`src/rtl/ov7670_pixel_capture.sv`:
```
// ov7670_pixel_capture
//   Capture stage on the OV7670 pixel clock. Registers VSYNC/HREF/D once,
//   pairs bytes into RGB565 pixels and emits them with pixel/line addresses.
//   Only whole frames are captured: after reset or enable loss the block waits
//   for a complete VSYNC high->low before accepting pixels again.
//
// Ports
//   i_pclk         pixel clock (only clock, rising edge)
//   i_rst          asynchronous active-high reset
//   i_enable       capture enable (level)
//   i_vsync        camera VSYNC, high = vertical blank
//   i_href         camera HREF, high = active line bytes
//   i_data[7:0]    camera byte bus
//   o_h_addr[10:0] pixel index in line (holds between strobes)
//   o_v_addr[9:0]  line index in frame (holds between strobes)
//   o_valid        one-cycle pixel strobe
//   o_pixel_data   RGB565 pixel
//   o_frame_start  pulse on VSYNC fall entering CAPTURE
//   o_frame_done   pulse on VSYNC rise leaving CAPTURE
//   o_line_err     pulse at line end if the line was malformed
//
// state   | meaning
// SYNC    | after reset/disable; wait for VSYNC high so no mid-frame start
// VBLANK  | in vertical blank; VSYNC fall starts a frame
// CAPTURE | frame active; assemble bytes, count pixels/lines

module ov7670_pixel_capture #(
    parameter int H_ACTIVE = 640,
    parameter int V_ACTIVE = 480,
    parameter bit HI_FIRST = 1'b1
) (
    input  logic        i_pclk,
    input  logic        i_rst,
    input  logic        i_enable,
    input  logic        i_vsync,
    input  logic        i_href,
    input  logic [7:0]  i_data,
    output logic [10:0] o_h_addr,
    output logic [9:0]  o_v_addr,
    output logic        o_valid,
    output logic [15:0] o_pixel_data,
    output logic        o_frame_start,
    output logic        o_frame_done,
    output logic        o_line_err
);

    localparam logic [1:0] ST_SYNC    = 2'd0;
    localparam logic [1:0] ST_VBLANK  = 2'd1;
    localparam logic [1:0] ST_CAPTURE = 2'd2;

    localparam logic [10:0] H_LIM = 11'(H_ACTIVE);
    localparam logic [9:0]  V_LIM = 10'(V_ACTIVE);

    logic [1:0]  state;
    logic        s1_vsync, s1_href, s2_vsync, s2_href;
    logic [7:0]  s1_data;
    logic [7:0]  byte0;
    logic        phase;
    logic [10:0] h_cnt;
    logic [9:0]  v_cnt;
    logic        pend_valid;
    logic [15:0] pend_pixel;
    logic [10:0] pend_h;
    logic [9:0]  pend_v;

    logic vsync_fall, vsync_rise, line_end, take_byte;

    assign vsync_fall = s2_vsync & ~s1_vsync;
    assign vsync_rise = ~s2_vsync & s1_vsync;
    // VSYNC rising while HREF is still high closes the open line as well.
    assign line_end   = s2_href & (~s1_href | vsync_rise);
    assign take_byte  = s1_href & ~vsync_rise;

    always_ff @(posedge i_pclk or posedge i_rst) begin
        if (i_rst) begin
            state         <= ST_SYNC;
            s1_vsync      <= 1'b0;
            s1_href       <= 1'b0;
            s1_data       <= 8'h00;
            s2_vsync      <= 1'b0;
            s2_href       <= 1'b0;
            byte0         <= 8'h00;
            phase         <= 1'b0;
            h_cnt         <= 11'd0;
            v_cnt         <= 10'd0;
            pend_valid    <= 1'b0;
            pend_pixel    <= 16'h0000;
            pend_h        <= 11'd0;
            pend_v        <= 10'd0;
            o_h_addr      <= 11'd0;
            o_v_addr      <= 10'd0;
            o_valid       <= 1'b0;
            o_pixel_data  <= 16'h0000;
            o_frame_start <= 1'b0;
            o_frame_done  <= 1'b0;
            o_line_err    <= 1'b0;
        end else begin
            s1_vsync      <= i_vsync;
            s1_href       <= i_href;
            s1_data       <= i_data;
            s2_vsync      <= s1_vsync;
            s2_href       <= s1_href;
            o_frame_start <= 1'b0;
            o_frame_done  <= 1'b0;
            o_line_err    <= 1'b0;
            pend_valid    <= 1'b0;

            // Second pipeline stage: publish the pixel formed last cycle.
            o_valid <= pend_valid & i_enable;
            if (pend_valid && i_enable) begin
                o_pixel_data <= pend_pixel;
                o_h_addr     <= pend_h;
                o_v_addr     <= pend_v;
            end

            if (!i_enable) begin
                state <= ST_SYNC;
                phase <= 1'b0;
            end else begin
                case (state)
                    ST_SYNC: begin
                        if (s1_vsync) state <= ST_VBLANK;
                    end
                    ST_VBLANK: begin
                        if (vsync_fall) begin
                            state         <= ST_CAPTURE;
                            o_frame_start <= 1'b1;
                            h_cnt         <= 11'd0;
                            v_cnt         <= 10'd0;
                            phase         <= 1'b0;
                        end
                    end
                    ST_CAPTURE: begin
                        if (line_end) begin
                            o_line_err <= phase | (h_cnt != H_LIM);
                            h_cnt      <= 11'd0;
                            phase      <= 1'b0;
                            if (v_cnt != 10'h3FF) v_cnt <= v_cnt + 10'd1;
                        end else if (take_byte) begin
                            if (!phase) begin
                                byte0 <= s1_data;
                                phase <= 1'b1;
                            end else begin
                                pend_pixel <= HI_FIRST ? {byte0, s1_data} : {s1_data, byte0};
                                pend_valid <= (h_cnt < H_LIM) && (v_cnt < V_LIM);
                                pend_h     <= h_cnt;
                                pend_v     <= v_cnt;
                                phase      <= 1'b0;
                                if (h_cnt != 11'h7FF) h_cnt <= h_cnt + 11'd1;
                            end
                        end
                        if (vsync_rise) begin
                            state        <= ST_VBLANK;
                            o_frame_done <= 1'b1;
                        end
                    end
                    default: state <= ST_SYNC;
                endcase
            end
        end
    end

endmodule

```
`config.mk`:
```
export PLATFORM = sky130hd
export DESIGN_NAME = ov7670_pixel_capture
export DESIGN_NICKNAME = d
export VERILOG_FILES = /design/src/rtl/ov7670_pixel_capture.sv
export SDC_FILE = /design/constraint.sdc
export NUM_CORES = 1
export LEC_CHECK = 0
export CAP_MARGIN = 10
export CELL_PAD_IN_SITES_DETAIL_PLACEMENT = 1
export CELL_PAD_IN_SITES_GLOBAL_PLACEMENT = 1
export CORE_UTILIZATION = 48
export CTS_BUF_LIST = sky130_fd_sc_hd__clkbuf_4 sky130_fd_sc_hd__clkbuf_8
export CTS_CLUSTER_DIAMETER = 80
export DETAILED_ROUTE_END_ITERATION = 12
export PLACE_DENSITY_LB_ADDON = 0.12
export SLEW_MARGIN = 5
export SYNTH_ARGS = -nofsm -noshare
export SYNTH_HDL_FRONTEND = slang
export SYNTH_SLANG_ARGS = --single-unit
```
`constraint.sdc`:
```
create_clock -name i_pclk -period 5.5 [get_ports i_pclk]
set_input_delay 1.1 -clock i_pclk [delete_from_list [all_inputs] [get_ports i_pclk]]
set_output_delay 1.1 -clock i_pclk [all_outputs]
set_load 0.02 [all_outputs]
```
# After elaboration in Yosys (flattened, before gate mapping)
# Index checks and enable logic that the tools add are counted.
# classes
n_addsub	2
n_lt_le_gt_ge	2
eq_ne	16
n_mux	35
n_bitwise	13
n_reduce_logical	10
# ops
cell	count
$mux W11	5
$mux W10	3
$pmux W11 S2	1
$pmux W10 S2	1
$mux W1	19
$ne A3 B3 Y1 const B	6
$reduce_and A5 Y1	3
$add A11 B1 Y11 const B	1
$lt A11 B10 Y1 const B	1
$ne A11 B10 Y1 const B	1
$ne A11 B11 Y1 const B	1
$add A10 B1 Y10 const B	1
$lt A10 B9 Y1 const B	1
$ne A10 B10 Y1 const B	1
$mux W2	4
$ne A2 B2 Y1 const B	3
$not A1 Y1	6
$pmux W2 S3	1
$reduce_and A3 Y1	2
$reduce_and A6 Y1	1
$and A1 B1 Y1	5
$ne A4 B4 Y1 const B	1
$ne A3 B1 Y1 const B	1
$eq A2 B1 Y1 const B	1
other kinds (6)	8
# totals
ff_bits	123
inputBits	13
output_inout_bits	41
elab_cells	99

# Longest topological paths before layout
# logic_depth
ltp_word	8
mapped_depth	6
depth_no_buf	6

# Worst setup path after synthesis
# Ideal clock, no wire load.
# synth_timing
path_type	input to register
from	input i_enable
to	register pend_h[0]
setup_time_ps	125
arrival_ps	2143
required_time_ps	5375
setup_slack_ps	3232
stages	4
n_path_buf	1
cell_sequence	nand3b_2 > nor3b_2 > buf_2 > mux2_2
# synth_via
elab_chain_len	1
# synth_lines
element	line	text
start, declared	34	input logic i_enable,
$reduce_and A5 Y1 (no line)	-	
end signal, assigned	146	pend_h <= h_cnt;
end, declared	63	logic [10:0] pend_h;
# No other way between the ends.
# A chain may end at the register's enable or synchronous reset.

# Final worst setup path
# layout_timing
from	input i_enable
to	register h_cnt[7]
# layout_via
elab_chain_len	1
# layout_lines
element	line	text
$reduce_and A6 Y1 (no line)	-	
end signal, assigned	149	if (h_cnt != 11'h7FF) h_cnt <= h_cnt + 11'd1;
end, declared	59	logic [10:0] h_cnt;
# No other way between the ends.

==> metrics.md <==
| Metric | Value |
|---|---|
| Status | complete, no violations |
| Crit. Startpoint | i_enable |
| Largest family of logic cells by synthesized area | multiplexers |
| Clock sinks | 123 |
| Crit-path max FO | 21 |
| Final min period | 2.77 ns |
| Num CTS Buffers | 17 |
| # rows | 36 |
| Synth async-reset ratio | 100% |
| Hold Vio Cnt, Final | 0 |
| CTS tree | built |
| Yosys warnings | 0 |
| Root buffer cell | clkbuf_8 |
| Initial antenna violation count | 0 |
| H-tree levels | 4 |
| Max VDD drop | 0.228 mV |
| CP Data Arrival Time | 3.12 ns |
| Max Freq | 361 MHz |
| Final period util | 50.3% |
| R2r startpoint | v_cnt[1]$_DFFE_PP0P_ |
| PD cells | 331 nW/um^2 |
| Clock transition at path regs | 0.07 ns |
| # diodes | 0 |
| Core Area | 9820 sq um |
| Slew Viols, Final | 0 |
| DRT iter0 DRCs | 131 |
| Post-Syn Instances | 356 |
| Starting Density | 49.9% |
| Leak | 2.92 nW |
| Startpoint class of the critical path | input pin |
| Max Cap Violations | 0 |
| Worst Path Required | 5.85 ns |
| DIE AREA | 10600 sq um |
| Post-CTS setup repair buffer count | 0 |
| Final Setup Violations | 0 |
| Crit path buffers/inverters | 2 |
| Post-synthesis mux area share | 19.7% |
| Port bufs | 53 |
| CP Class | input pin to flop |
| Vias per cell | 5.52 |
| Gp weighted congestion | 0.821 |
| Clock Skews | 0.00955 ns |
| Via count of the routed design | 3126 |
| Hold_buf cts | 0 |
| Hold_ws | 0.484 ns |
| CP delay by family, top | buffers and inverters |
| Wirelength per Cell | 18.7 um |
| Crit. End Element | flop |
| Die W | 103 um |
| Drt total wl | 10600 um |
| Post-Synth Adder-Cell Area | 0.766% |
| Worst path slowest cell | clkdlybuf4s50_1 |
| Mapped Area | 4900 sq um |
| Share of cells above drive strength 1 | 30.3% |
| DRC errors left | 0 |
| Die height | 103 um |
| CTS resizes | 0 |
| Final instance area | 6090 sq um |
| Slew of the pin with the lowest slew margin | 1.01 ns |
| DPL Wire Length | 6620 um |
| Bufs on Longest Clock Path | 2 |
| Post-synthesis register bit count | 123 |
| Syn_nets | 372 |
| Nets | 436 |
| GRT Util Overall | 23.1% |
| Hold Path Class | flop to flop |
| Drt pass-1 iters | 4 |
| Vias in the first global route | 3410 |
| Synth Flop Type | dfrtp_1 |
| Final ANT Viol Nets | 0 |
| Mapped Avg Cell Area | 13.8 sq um |
| Hold Startpoint | s1_vsync$_DFF_PP0_ |
| Post-synthesis sequential area ratio | 62.8% |
| Slew margin rel. | 32.7% |
| Total gr overflow | 0 |
| Layout area overhead | 24.2% |
| # IOs | 54 |
| Placed inst area | 5590 sq um |
| RSZ-0062 raised after global routing | false |
| Setup Total Neg Slack | 0 ns |
| CP cell instances | clkdlybuf4s50_1 > nand3b_2 > nor3b_4 > buf_4 > o21ai_1 > or3_1 > o211ai_1 |
| Slowest stage delay, CP | 0.62 ns |
| Synth cell types | 46 |
| Post-Synth XOR/XNOR Area | 0% |
| EDFF count, synth | 0 |
| Clock insertion delay at the later pin of the skew report | 0.44 ns |
| First-pass GRT wire length | 17700 um |
| Simple-gate share of the synthesized area | 8.88% |
| Compound-Gate Fraction of Synth Area | 5.85% |
| Largest net degree at the start of global routing | 53 |
| Final Util | 62.0% |
## where the power goes
part | internal (W) | total [W] | switching [W]
combinational | 0.0000300 | 0.0000692 | 0.0000391
sequential | 0.000929 | 0.000959 | 0.0000291
clock | 0.000632 | 0.000989 | 0.000357
## cell usage after synthesis (all sizes together) (2+ instances only)
cell | count | area (sq um)
nor2b | 2 | 20.0
o21ai | 13 | 65.1
and2 | 2 | 12.5
nand2b | 5 | 31.3
nand2 | 19 | 71.3
inv | 12 | 45.0
and4 | 2 | 17.5
nor3b | 2 | 20.0
a31oi | 9 | 56.3
and3 | 5 | 31.3
a21oi | 14 | 77.6
ha | 3 | 37.5
mux2 | 83 | 935
nand4 | 5 | 31.3
nand3b | 3 | 26.3
mux2i | 3 | 30.0
o21a | 2 | 15.0
nor3 | 4 | 36.3
nor2 | 5 | 18.8
or3 | 2 | 12.5
nand3 | 10 | 50.1
o22ai | 2 | 12.5
buf | 8 | 37.5
dfrtp | 123 | 3080
nor4 | 2 | 12.5
nor4b | 2 | 17.5
clkbuf | 4 | 16.3
## final timing paths
| path | end | slack, ns | depth (start not counted) |
|---|---|---|---|
| hold reg to reg | s2_vsync$_DFF_PP0_ | 0.48 | 0 |
| max in group asynchronous | h_cnt[1]$_DFFE_PP0P_ | 3.38 | 3 |
| setup reg to reg | v_cnt[7]$_DFFE_PP0P_ | 3.40 | 6 |
| min in group asynchronous | o_pixel_data[6]$_DFFE_PP0P_ | 1.06 | 2 |
| hold / removal | s2_vsync$_DFF_PP0_ | 0.48 | 0 |
| setup / recovery | h_cnt[7]$_DFFE_PP0P_ | 2.73 | 7 |
## sequential cells by signal (all words and copies together), names as in the netlist, 2 cells and up
register      cells
byte0             8
h_cnt            11
o_h_addr         11
o_pixel_data     16
o_v_addr         10
pend_h           11
pend_pixel       16
pend_v           10
s1_data           8
state             2
v_cnt            10
## metal layers
layer / part of all wire (%) / wire (um) / up-vias / GRT usage, %
met5: 0 / 0 / - / 0
met4: 1.0 / 108 / 0 / 8.88
met3: 3.2 / 334 / 11 / 6.44
met2: 52 / 5470 / 55 / 39.2
met1: 44 / 4650 / 1646 / 28.0
li1: - / - / 1414 / -
## cell families (layout without fill, tap and decap cells)
kind of cell,Yosys count,after routing
fa+ha+maj,3,3
compound gates,47,47
mux,86,86
flops,123,123
buf+inv,24,101
simple gates,73,73
## through the flow
stage | setup slack [ns] | instances | total power (W)
4_1_cts | 2.76 | 566 | 0.00204
2_1_floorplan | 1.13 | 356 | 0.00101
3_5_place_dp | 2.31 | 534 | 0.00104
3_3_place_gp | 2.41 | 534 | 0.00104
6_report | 2.73 | 566 | 0.00202
5_1_grt | 2.62 | 566 | 0.00209
## cells in the final DEF, fill, tap and decap left out, types with 3 or more instances in the layout
cell type,synthesis,routed
clkbuf_8,0,21
a21oi_1,12,12
nand3_1,10,10
buf_4,0,4
clkinvlp_4,0,3
ha_1,3,3
nand2_1,19,18
o21ai_0,12,12
dfrtp_1,123,123
inv_1,12,11
bufinv_16,0,6
mux2_2,83,83
and3_1,5,5
nand2b_1,5,5
a31oi_1,9,9
clkdlybuf4s50_1,0,53
nand4_1,5,5
mux2i_1,3,3
nor2_1,5,5
## layout make-up
type,instances,area [sq um]
clock inverters,11,213
flip-flops and latches,123,3080
multi-input cells,209,1730
well taps,133,166
clock buffers,21,289
inverters,12,47.5
repair buffers,57,561
fillers,981,3730
Note: power is estimated with default switching activity, not from simulation.
